$ cat config.mk
export PLATFORM = sky130hd
export DESIGN_NAME = imem_loader_flat
export DESIGN_NICKNAME = d
export VERILOG_FILES = /design/src/rtl/imem_loader_if.sv /design/src/rtl/imem_loader.sv /design/src/flat_wrapper.sv
export SDC_FILE = /design/constraint.sdc
export NUM_CORES = 1
export LEC_CHECK = 0
export BUFFER_PORTS_ARGS = -buffer_cell sky130_fd_sc_hd__buf_4
export CAP_MARGIN = 40
export CORE_MARGIN = 2
export CORE_UTILIZATION = 40
export DETAILED_ROUTE_END_ITERATION = 6
export PLACE_DENSITY = 0.57
export SYNTH_ARGS = -nofsm -noshare
export SYNTH_HDL_FRONTEND = slang
export SYNTH_SLANG_ARGS = --single-unit
$ cat constraint.sdc
create_clock -name clk_i -period 6.4 [get_ports clk_i]
set_input_delay 0.32 -clock clk_i [delete_from_list [all_inputs] [get_ports clk_i]]
set_output_delay 0.32 -clock clk_i [all_outputs]
set_load 0.02 [all_outputs]
$ cat src/rtl/imem_loader_if.sv
// rtl/imem_loader_if.sv - UART byte stream and BRAM port A bundle for the boot loader
//
// Signals
//   rx_data   [7:0]  received byte (environment -> loader)
//   rx_valid         rx_data valid (environment -> loader)
//   rx_ready         byte accepted when rx_valid && rx_ready (loader -> environment)
//   mem_we    [3:0]  BRAM port A byte write enables, 4'hF or 4'h0 (loader -> BRAM)
//   mem_addr  [31:0] BRAM port A byte address (loader -> BRAM)
//   mem_din   [31:0] BRAM port A write data (loader -> BRAM)
// Modports
//   master : the loader, which drives rx_ready and the BRAM write port
//   slave  : the UART/BRAM side of the connection
interface imem_loader_if;
    logic [7:0]  rx_data;
    logic        rx_valid;
    logic        rx_ready;
    logic [3:0]  mem_we;
    logic [31:0] mem_addr;
    logic [31:0] mem_din;

    modport master (
        input  rx_data, rx_valid,
        output rx_ready, mem_we, mem_addr, mem_din
    );

    modport slave (
        output rx_data, rx_valid,
        input  rx_ready, mem_we, mem_addr, mem_din
    );
endinterface

$ cat src/rtl/imem_loader.sv
// rtl/imem_loader.sv - boot loader writing framed UART images into instruction BRAM
//
// Frame: 8'hA5, LEN (4 bytes LE, words), LEN*4 payload bytes (LE per word),
// CSUM (1 byte, XOR of payload bytes). The CPU is held in reset until a
// frame with a matching checksum has been written.
//
// Ports
//   clk_i        in   clock, all logic on posedge
//   rst_i        in   synchronous active-high reset
//   bus          if   imem_loader_if.master: rx byte stream in, BRAM port A out
//   cpu_rst_n_o  out  0 = CPU held in reset, 1 = CPU running
//   done_o       out  image loaded and verified
//   err_o        out  sticky load error (cleared by the next 8'hA5)
module imem_loader #(
    parameter logic [31:0] BASE_ADDR = 32'h0,
    parameter int unsigned MAX_WORDS = 4096
) (
    input  logic          clk_i,
    input  logic          rst_i,
    imem_loader_if.master bus,
    output logic          cpu_rst_n_o,
    output logic          done_o,
    output logic          err_o
);

    localparam logic [7:0] SYNC_BYTE = 8'hA5;

    typedef enum logic [2:0] {
        S_IDLE,
        S_LEN,
        S_DATA,
        S_WRITE,
        S_CSUM,
        S_RUN,
        S_ERR
    } state_t;

    state_t      state_q, state_d;
    logic [1:0]  cnt_q, cnt_d;       // byte lane within LEN or current word
    logic [31:0] len_q, len_d;
    logic [31:0] idx_q, idx_d;       // word index of the next write
    logic [31:0] word_q, word_d;
    logic [7:0]  csum_q, csum_d;
    logic        rx_ready_q, rx_ready_d;
    logic [3:0]  mem_we_q, mem_we_d;
    logic [31:0] mem_addr_q, mem_addr_d;
    logic [31:0] mem_din_q, mem_din_d;
    logic        run_q, run_d;
    logic        err_q, err_d;
    logic        hs;
    logic        sync;

    always_ff @(posedge clk_i) begin
        if (rst_i) begin
            state_q    <= S_IDLE;
            cnt_q      <= 2'd0;
            len_q      <= 32'd0;
            idx_q      <= 32'd0;
            word_q     <= 32'd0;
            csum_q     <= 8'd0;
            rx_ready_q <= 1'b1;
            mem_we_q   <= 4'h0;
            mem_addr_q <= BASE_ADDR;
            mem_din_q  <= 32'd0;
            run_q      <= 1'b0;
            err_q      <= 1'b0;
        end else begin
            state_q    <= state_d;
            cnt_q      <= cnt_d;
            len_q      <= len_d;
            idx_q      <= idx_d;
            word_q     <= word_d;
            csum_q     <= csum_d;
            rx_ready_q <= rx_ready_d;
            mem_we_q   <= mem_we_d;
            mem_addr_q <= mem_addr_d;
            mem_din_q  <= mem_din_d;
            run_q      <= run_d;
            err_q      <= err_d;
        end
    end

    always_comb begin
        state_d    = state_q;
        cnt_d      = cnt_q;
        len_d      = len_q;
        idx_d      = idx_q;
        word_d     = word_q;
        csum_d     = csum_q;
        mem_addr_d = mem_addr_q;
        mem_din_d  = mem_din_q;

        hs   = bus.rx_valid && rx_ready_q;
        sync = hs && (bus.rx_data == SYNC_BYTE);

        case (state_q)
            // IDLE, RUN and ERR all restart a frame on the sync byte; anything else is dropped.
            S_IDLE, S_RUN, S_ERR: begin
                if (sync) begin
                    state_d = S_LEN;
                    cnt_d   = 2'd0;
                    idx_d   = 32'd0;
                    csum_d  = 8'd0;
                end
            end
            S_LEN: begin
                if (hs) begin
                    len_d[{cnt_q, 3'b000} +: 8] = bus.rx_data;
                    cnt_d = cnt_q + 2'd1;
                    if (cnt_q == 2'd3) begin
                        if (len_d > 32'(MAX_WORDS)) begin
                            state_d = S_ERR;
                        end else if (len_d == 32'd0) begin
                            state_d = S_CSUM;
                        end else begin
                            state_d = S_DATA;
                        end
                    end
                end
            end
            S_DATA: begin
                if (hs) begin
                    word_d[{cnt_q, 3'b000} +: 8] = bus.rx_data;
                    csum_d = csum_q ^ bus.rx_data;
                    cnt_d  = cnt_q + 2'd1;
                    if (cnt_q == 2'd3) begin
                        // Address and data are loaded here so they are valid together with mem_we.
                        state_d    = S_WRITE;
                        mem_din_d  = word_d;
                        mem_addr_d = BASE_ADDR + (idx_q << 2);
                    end
                end
            end
            S_WRITE: begin
                idx_d   = idx_q + 32'd1;
                state_d = (idx_q + 32'd1 == len_q) ? S_CSUM : S_DATA;
            end
            S_CSUM: begin
                if (hs) begin
                    state_d = (bus.rx_data == csum_q) ? S_RUN : S_ERR;
                end
            end
            default: state_d = S_IDLE;
        endcase

        // Outputs are decoded from the next state so every one of them is a flop.
        rx_ready_d = (state_d != S_WRITE);
        mem_we_d   = (state_d == S_WRITE) ? 4'hF : 4'h0;
        run_d      = (state_d == S_RUN);
        err_d      = (state_d == S_ERR);
    end

    assign bus.rx_ready = rx_ready_q;
    assign bus.mem_we   = mem_we_q;
    assign bus.mem_addr = mem_addr_q;
    assign bus.mem_din  = mem_din_q;
    assign cpu_rst_n_o  = run_q;
    assign done_o       = run_q;
    assign err_o        = err_q;

endmodule
$ cat src/flat_wrapper.sv
// flat-port wrapper written by rule: the top's interface ports become plain ports
module imem_loader_flat 
#(
    parameter logic [31:0] BASE_ADDR = 32'h0,
    parameter int unsigned MAX_WORDS = 4096
)
  (clk_i, rst_i, cpu_rst_n_o, done_o, err_o, bus_rx_data, bus_rx_valid, bus_rx_ready, bus_mem_we, bus_mem_addr, bus_mem_din);
  imem_loader_if bus_i ();
  input  logic clk_i;
  input  logic rst_i;
  output logic cpu_rst_n_o;
  output logic done_o;
  output logic err_o;
  input wire logic [$bits(bus_i.rx_data)-1:0] bus_rx_data;
  input wire logic [$bits(bus_i.rx_valid)-1:0] bus_rx_valid;
  output wire logic [$bits(bus_i.rx_ready)-1:0] bus_rx_ready;
  output wire logic [$bits(bus_i.mem_we)-1:0] bus_mem_we;
  output wire logic [$bits(bus_i.mem_addr)-1:0] bus_mem_addr;
  output wire logic [$bits(bus_i.mem_din)-1:0] bus_mem_din;
  assign bus_i.rx_data = bus_rx_data;
  assign bus_i.rx_valid = bus_rx_valid;
  assign bus_rx_ready = bus_i.rx_ready;
  assign bus_mem_we = bus_i.mem_we;
  assign bus_mem_addr = bus_i.mem_addr;
  assign bus_mem_din = bus_i.mem_din;
  imem_loader #(.BASE_ADDR(BASE_ADDR), .MAX_WORDS(MAX_WORDS)) u_core (.clk_i(clk_i), .rst_i(rst_i), .bus(bus_i), .cpu_rst_n_o(cpu_rst_n_o), .done_o(done_o), .err_o(err_o));
endmodule
# Word-level counts from Yosys, hierarchy flattened
# Index checks and enable logic that the tools add are counted.
# W data, S select, Z words.
dict set report word_totals {
  regBits 178
  word_cells 73
}
dict set report op_classes {
  n_lt_le_gt_ge 1
  mux 22
  bitwise_logic 1
  n_reduce_logical 15
  add_sub_neg 3
  shift 2
  n_eq_ne 17
}
# op n
set op_table {}
lappend op_table {{$bwmux W32} 2}
lappend op_table {{$pmux W32 S2} 1}
lappend op_table {{$add A32 B1 Y32 const B} 1}
lappend op_table {{$eq A32 B32 Y1} 1}
lappend op_table {{$gt A32 B13 Y1 const B} 1}
lappend op_table {{$logic_not A32 Y1} 1}
lappend op_table {{$mux W32} 1}
lappend op_table {{$shift A8 B7 Y32 const A} 1}
lappend op_table {{$shiftx A8 B7 Y32} 1}
lappend op_table {{$mux W3} 9}
lappend op_table {{$mux W8} 2}
lappend op_table {{$pmux W8 S2} 1}
lappend op_table {{$eq A3 B3 Y1 const B} 5}
lappend op_table {{$pmux W3 S5} 1}
lappend op_table {{$eq A3 B2 Y1 const B} 3}
lappend op_table {{$reduce_and A3 Y1} 3}
lappend op_table {{$eq A8 B8 Y1} 1}
lappend op_table {{$eq A8 B8 Y1 const B} 1}
lappend op_table {{$xor A8 B8 Y8} 1}
lappend op_table {{$neg A5 Y7} 1}
lappend op_table {{$mux W2} 3}
lappend op_table {{$ne A2 B1 Y1 const B} 3}
lappend op_table {{$reduce_and A2 Y1} 3}
lappend op_table {{$reduce_bool A2 Y1} 3}
lappend op_table {{other kinds (10)} 11}

# Depth between registers and ports, before layout
dict set report depth {
  ltp_word 11
  depth_mapped 11
}

# Worst setup path after synthesis
# OpenSTA, ideal clock, no wires.
dict set report synth_timing {
  kind {flip-flop to flip-flop}
  from {reg u_core.cnt_q[0]}
  to {reg u_core.run_q, in the netlist u_core.cpu_rst_n_o}
  n_path_buf 1
  stages_incl_launch_ff 12
  required_ns 6.283
  arrival_time_ns 2.433
  setup_slack_ns 3.850
  path_cell_list {dfxtp_1 > inv_1 > ha_1 > and3b_1 > clkbuf_1 > o31ai_1 > a21oi_1 > nor4_1 > a21bo_1 > a22o_1 > a41oi_2 > nor2_1}
}
dict set report synth_between {
  elab_chain_len 10
  elab_cells_between_ends 15
  cone_classes {add/sub: 1; order compare: 1; eq/ne: 2; shift: 2; mux: 8; reduce/logical: 1}
}
# element line
set synth_rtl {}
lappend synth_rtl {{start: declaration} imem_loader.sv:39} ;# logic [1:0] cnt_q, cnt_d;
lappend synth_rtl {{start signal: assignment} imem_loader.sv:69} ;# cnt_q <= cnt_d;
lappend synth_rtl {{branches (longest 8 deep; another with $gt A32 B13 Y1)} n/a}
lappend synth_rtl {{$pmux W3 S5 *} imem_loader.sv:96} ;# case (state_q)
lappend synth_rtl {{$eq A3 B3 Y1 *} imem_loader.sv:149} ;# run_d = (state_d == S_RUN);
lappend synth_rtl {{end signal: assignment} imem_loader.sv:78} ;# run_q <= run_d;
lappend synth_rtl {{end: declaration} imem_loader.sv:48} ;# logic run_q, run_d;
# Mark *: on every way between the ends.
# A chain may end at the register's enable or synchronous reset.

# Worst setup path in the final report
dict set report layout_timing {
  from {reg u_core.cnt_q[0]}
  to {reg u_core.state_q[2]}
}
dict set report layout_between {
  elab_chain_len 9
  elab_cells_between_ends 14
  cone_classes {add/sub: 1; order compare: 1; eq/ne: 1; shift: 2; mux: 8; reduce/logical: 1}
}
# element line
set layout_rtl {}
lappend layout_rtl {{branches (longest 8 deep; another with $gt A32 B13 Y1)} n/a}
lappend layout_rtl {{$pmux W3 S5 *} imem_loader.sv:96}
lappend layout_rtl {{end signal: assignment} imem_loader.sv:68} ;# state_q <= state_d;
lappend layout_rtl {{end: declaration} imem_loader.sv:38} ;# state_t state_q, state_d;
# Marked as above.

==> results.md <==
Outcome:
- The run finished with clean final reports.

Global routing:
- For this run the aggregate overflow at the end of global routing stands at 0.
- The number of antenna violations at the first check in global routing came to 0.
- The largest net degree at the start of global routing is 69.
- Across every metal layer, demand over resource in global routing totals 20.7%.
- The via count of the first global-routing pass is 7262.
- The first global-routing pass estimated 39.7 mm of wire.

Final layout:
- After the flow finishes, the layout carries non-filler instances totaling 1417.
- The fraction of layout cells with a size suffix above 1 is 14.6%.
- The final net count is 1143.
- 0 antenna diodes ended up in the layout.
- The signed area change from the synthesized netlist to the final layout is 13.6%.

CTS:
- The post-CTS setup buffer count is 0.
- The hold buffer count at cts is 0.
- The number of buffers created by CTS is 17.
- The cell sitting at the root of the clock tree is a sky130_fd_sc_hd__clkbuf_16.
- The number of gates resized after CTS is 0.
- The later pin in the worst-skew pair is clocked with a latency of 0.43 ns.
- The tree built by TritonCTS fans out to 175 sinks.
- The TritonCTS clock tree is done.
- The buffer levels on the longest clock path is 2.
- The deepest level of the CTS H-tree is 4.
- Clock-pin slew was measured on the worst setup and hold paths at 0.07 ns.

Timing:
- At the pin with the least slew margin, the transition time is 0.764 ns.
- The post-route setup TNS is 0 ns.
- The worst clock skew is 0.0121 ns.
- The max-slew violation count is 0.
- Static timing analysis puts the maximum clock frequency at 331 MHz.
- In this run the tightest slew margin relative to its limit is 49.1%.
- The number of hold violations in the final report was 0.
- Setup violations remaining at the end of the flow were counted as 0.
- Setup repair after global routing left no endpoint under its margin.
- The minimum hold slack is 0.271 ns.
- The minimum clock period after layout is 3.02 ns.
- The fraction of the cycle the final worst path needs is 47.1%.

Worst hold path:
- Counting instances, the worst hold path has a depth of 3.
- The min-delay analysis places its worst path in the category input port to flop.
- The worst hold path begins at bus_rx_data[4].
- The path with the worst hold slack has its endpoint at u_core.csum_q[4].

Route:
- Detailed routing inserted a total of 7942 vias.
- For this run, design rule violations remaining after detail routing come to 0.
- The number of violations reported at the end of detailed-routing iteration 0 is 649.
- Dividing the detail-routed via count by the number of cells gives 5.60.
- Before antenna repair, the detailed router went through 6 iterations.
- The number of nets with antenna violations after detailed routing is 0.
- The final wirelength is 24.4 mm.
- The detailed-route wire length per cell is 17.2 um.

Yosys:
- The synthesized netlist devotes 1.10% of its cell area to adder and majority cells.
- The number of enable flip-flop cells after synthesis is 0.
- In this run, synthesis produced a sequential element count of 175.
- The multiplexer share of the synthesized area is 0.226%.
- In the synthesized netlist the dominant register cell turns out to be sky130_fd_sc_hd__dfxtp_1.
- The complex-gate fraction of the synthesized area is 21.4%.
- Summing the areas of all and, or, nand and nor instances in the mapped netlist gives 26.2% of the synthesized area.
- The main combinational cell family by area after synthesis is simple AND/OR/NAND/NOR gates.
- For this run, asynchronously set or reset flops after synthesis account for 0%.
- The post-synth design cell area is 0.00886 sq mm.
- The count of warnings emitted by yosys is 0.
- In this run, distinct cell masters in the synthesized netlist total 89.
- Counting every instance in the synthesized netlist gives 1111.
- The sequential cell area fraction in the yosys report is 39.6%.
- The synthesized netlist devotes 5.13% of its cell area to XOR and XNOR gates.
- The average cell area after synthesis is 7.97 sq um.

Power and ir drop:
- The leakage power figure is 3.46 nW.
- The overall power after layout is 0.00222 W.
- For this design the ratio of total power to cell area is 220 mW/mm^2.
- IR analysis of the VDD net gives a maximum drop of 0.173 mV.

Setup path:
- The worst-case reg-to-reg path depth is 10.
- The type of destination of the critical path is a flop.
- The register-to-register path setup slack is 3.38 ns.
- STA classifies the critical path startpoint as a flop.
- The startpoint of the worst-slack reg-to-reg timing path is u_core.cnt_q[0].
- The worst-path maximum fanout is 9.
- The worst register-to-register path ends at u_core.state_q[2].
- The required time at the worst-slack endpoint is 6.70 ns.
- The worst setup path is of the flop to flop kind.
- For the worst setup path, the data arrival time is 3.32 ns.

Place:
- The cell count after placement is 1386.
- The weighted congestion at the end of routability-driven global placement is 0.930.
- The half-perimeter wire length of the detailed placement result is 16.7 mm.
- Input and output buffers added on the ports amount to 80.

Die:
- The y dimension of the die is 153 um.
- The full die area is 0.0233 sq mm.
- The top-level I/O count is 83.
- The number of core rows is 54.
- The core box area is 0.0218 sq mm.
- The die is 153 um wide.
- The effective utilization at floorplan is 40.7%.

Job:
- The number of maximum-capacitance constraint violations is 0.
metrics by stage:
step / utilization (%) / setup WS (ns) / area [sq um]
after floorplan: - / 3.85 / 8860
after global placement: 43.2 / 3.18 / 9390
after detailed placement: 43.5 / 3.40 / 9460
after CTS: 46.3 / 3.39 / 10100
after global routing: 46.3 / 3.18 / 10100
final: 46.3 / 3.38 / 10100
sequential cells by signal (all words and copies together), names as in the netlist:
signal,count
u_core.bus.mem_din,32
u_core.idx_q,32
u_core.len_q,32
u_core.word_q,32
u_core.bus.mem_addr,30
u_core.csum_q,8
u_core.state_q,3
u_core.cnt_q,2
u_core.bus.mem_we,1
u_core.bus.rx_ready,1
u_core.cpu_rst_n_o,1
u_core.err_o,1
synthesized netlist by cell type (10+ instances only):
master,instances,area [sq um]
sky130_fd_sc_hd__nor2_1,185,694
sky130_fd_sc_hd__dfxtp_1,175,3500
sky130_fd_sc_hd__a21oi_1,129,646
sky130_fd_sc_hd__nand2_1,103,387
sky130_fd_sc_hd__clkbuf_1,60,225
sky130_fd_sc_hd__a211oi_1,43,323
sky130_fd_sc_hd__o21ai_0,40,200
sky130_fd_sc_hd__xnor2_1,37,324
sky130_fd_sc_hd__nor3_1,29,145
sky130_fd_sc_hd__a22oi_1,20,150
sky130_fd_sc_hd__nand3_1,16,80.1
sky130_fd_sc_hd__inv_1,15,56.3
sky130_fd_sc_hd__a32oi_1,14,123
sky130_fd_sc_hd__nand3b_1,13,97.6
sky130_fd_sc_hd__nand4_1,13,81.3
sky130_fd_sc_hd__nor4_1,13,81.3
sky130_fd_sc_hd__xor2_1,13,114
sky130_fd_sc_hd__buf_2,11,55.1
sky130_fd_sc_hd__buf_4,11,82.6
sky130_fd_sc_hd__or3_1,10,62.6
routing by layer:
metal	vias to the layer above	track usage [%]	wire, um
li1	3966	-	-
met2	211	32.2	11000
met1	3725	29.2	11700
met3	40	4.07	1140
met4	0	5.78	536
met5	-	0	0
worst max-delay path by stage:
| stage | from | endpoint | slack [ns] | cells after the start |
|---|---|---|---|---|
| after CTS | u_core.cnt_q[0] | u_core.state_q[2] | 3.39 | 10 |
| after global routing | u_core.cnt_q[0] | u_core.state_q[2] | 3.18 | 10 |
| after floorplan | u_core.cnt_q[0] | u_core.cpu_rst_n_o | 3.85 | 11 |
| final | u_core.cnt_q[0] | u_core.state_q[2] | 3.38 | 10 |
| after detailed placement | u_core.cnt_q[0] | u_core.state_q[2] | 3.40 | 10 |
| after global placement | u_core.cnt_q[0] | u_core.err_o | 3.18 | 8 |
layout make-up:
cell class	count	area, sq um
well taps	280	350
multi-input cells	822	4810
fillers	2220	11700
repair buffers	93	734
inverters	16	60.1
clock buffers	19	453
flip-flops and latches	175	3500
clock inverters	12	149
worst max-delay path: stages, from the launching register on:
cell,delay (ns)
sky130_fd_sc_hd__dfxtp_1,0.51
sky130_fd_sc_hd__inv_1,0.17
sky130_fd_sc_hd__ha_1,0.40
sky130_fd_sc_hd__nor3b_2,0.49
sky130_fd_sc_hd__a21boi_1,0.34
sky130_fd_sc_hd__a2111oi_4,0.12
sky130_fd_sc_hd__nand2b_1,0.16
sky130_fd_sc_hd__a21bo_1,0.19
sky130_fd_sc_hd__a22o_1,0.26
sky130_fd_sc_hd__a41oi_2,0.20
sky130_fd_sc_hd__nor2_1,0.06
power breakdown:
part / switching [W] / internal, W / leakage [nW] / total (W)
clock: 0.000471 / 0.000605 / 0.287 / 0.00108
combinational: 0.0000400 / 0.0000102 / 1.76 / 0.0000502
sequential: 0.000000123 / 0.00109 / 1.41 / 0.00109
total: 0.000512 / 0.00170 / 3.46 / 0.00222
cell families (layout without fill, tap and decap cells):
| kind of cell | after synthesis | in the layout |
|---|---|---|
| flops | 175 | 175 |
| mux | 2 | 2 |
| xor+xnor | 51 | 51 |
| fa+ha+maj | 8 | 8 |
| compound gates | 298 | 298 |
| simple gates | 461 | 461 |
| other cells | 1 | 2 |
| buf+inv | 115 | 140 |
cells in the final DEF, fill, tap and decap left out, types with 9 or more instances in the layout:
cell type / instances
sky130_fd_sc_hd__a32oi_1: 14
sky130_fd_sc_hd__xnor2_1: 37
sky130_fd_sc_hd__a211oi_1: 43
sky130_fd_sc_hd__or4_1: 9
sky130_fd_sc_hd__o21ai_0: 40
sky130_fd_sc_hd__or3_1: 10
sky130_fd_sc_hd__nand2_1: 103
sky130_fd_sc_hd__buf_4: 90
sky130_fd_sc_hd__nor3_1: 28
sky130_fd_sc_hd__xor2_1: 13
sky130_fd_sc_hd__a22oi_1: 20
sky130_fd_sc_hd__nand3b_1: 13
sky130_fd_sc_hd__and3_1: 9
sky130_fd_sc_hd__nor2_1: 183
sky130_fd_sc_hd__nand3_1: 16
sky130_fd_sc_hd__nand4_1: 13
sky130_fd_sc_hd__nor4_1: 12
sky130_fd_sc_hd__clkbuf_16: 17
sky130_fd_sc_hd__inv_1: 15
sky130_fd_sc_hd__a21oi_1: 129
sky130_fd_sc_hd__dfxtp_1: 175
Note: power is estimated with default switching activity, not from simulation.
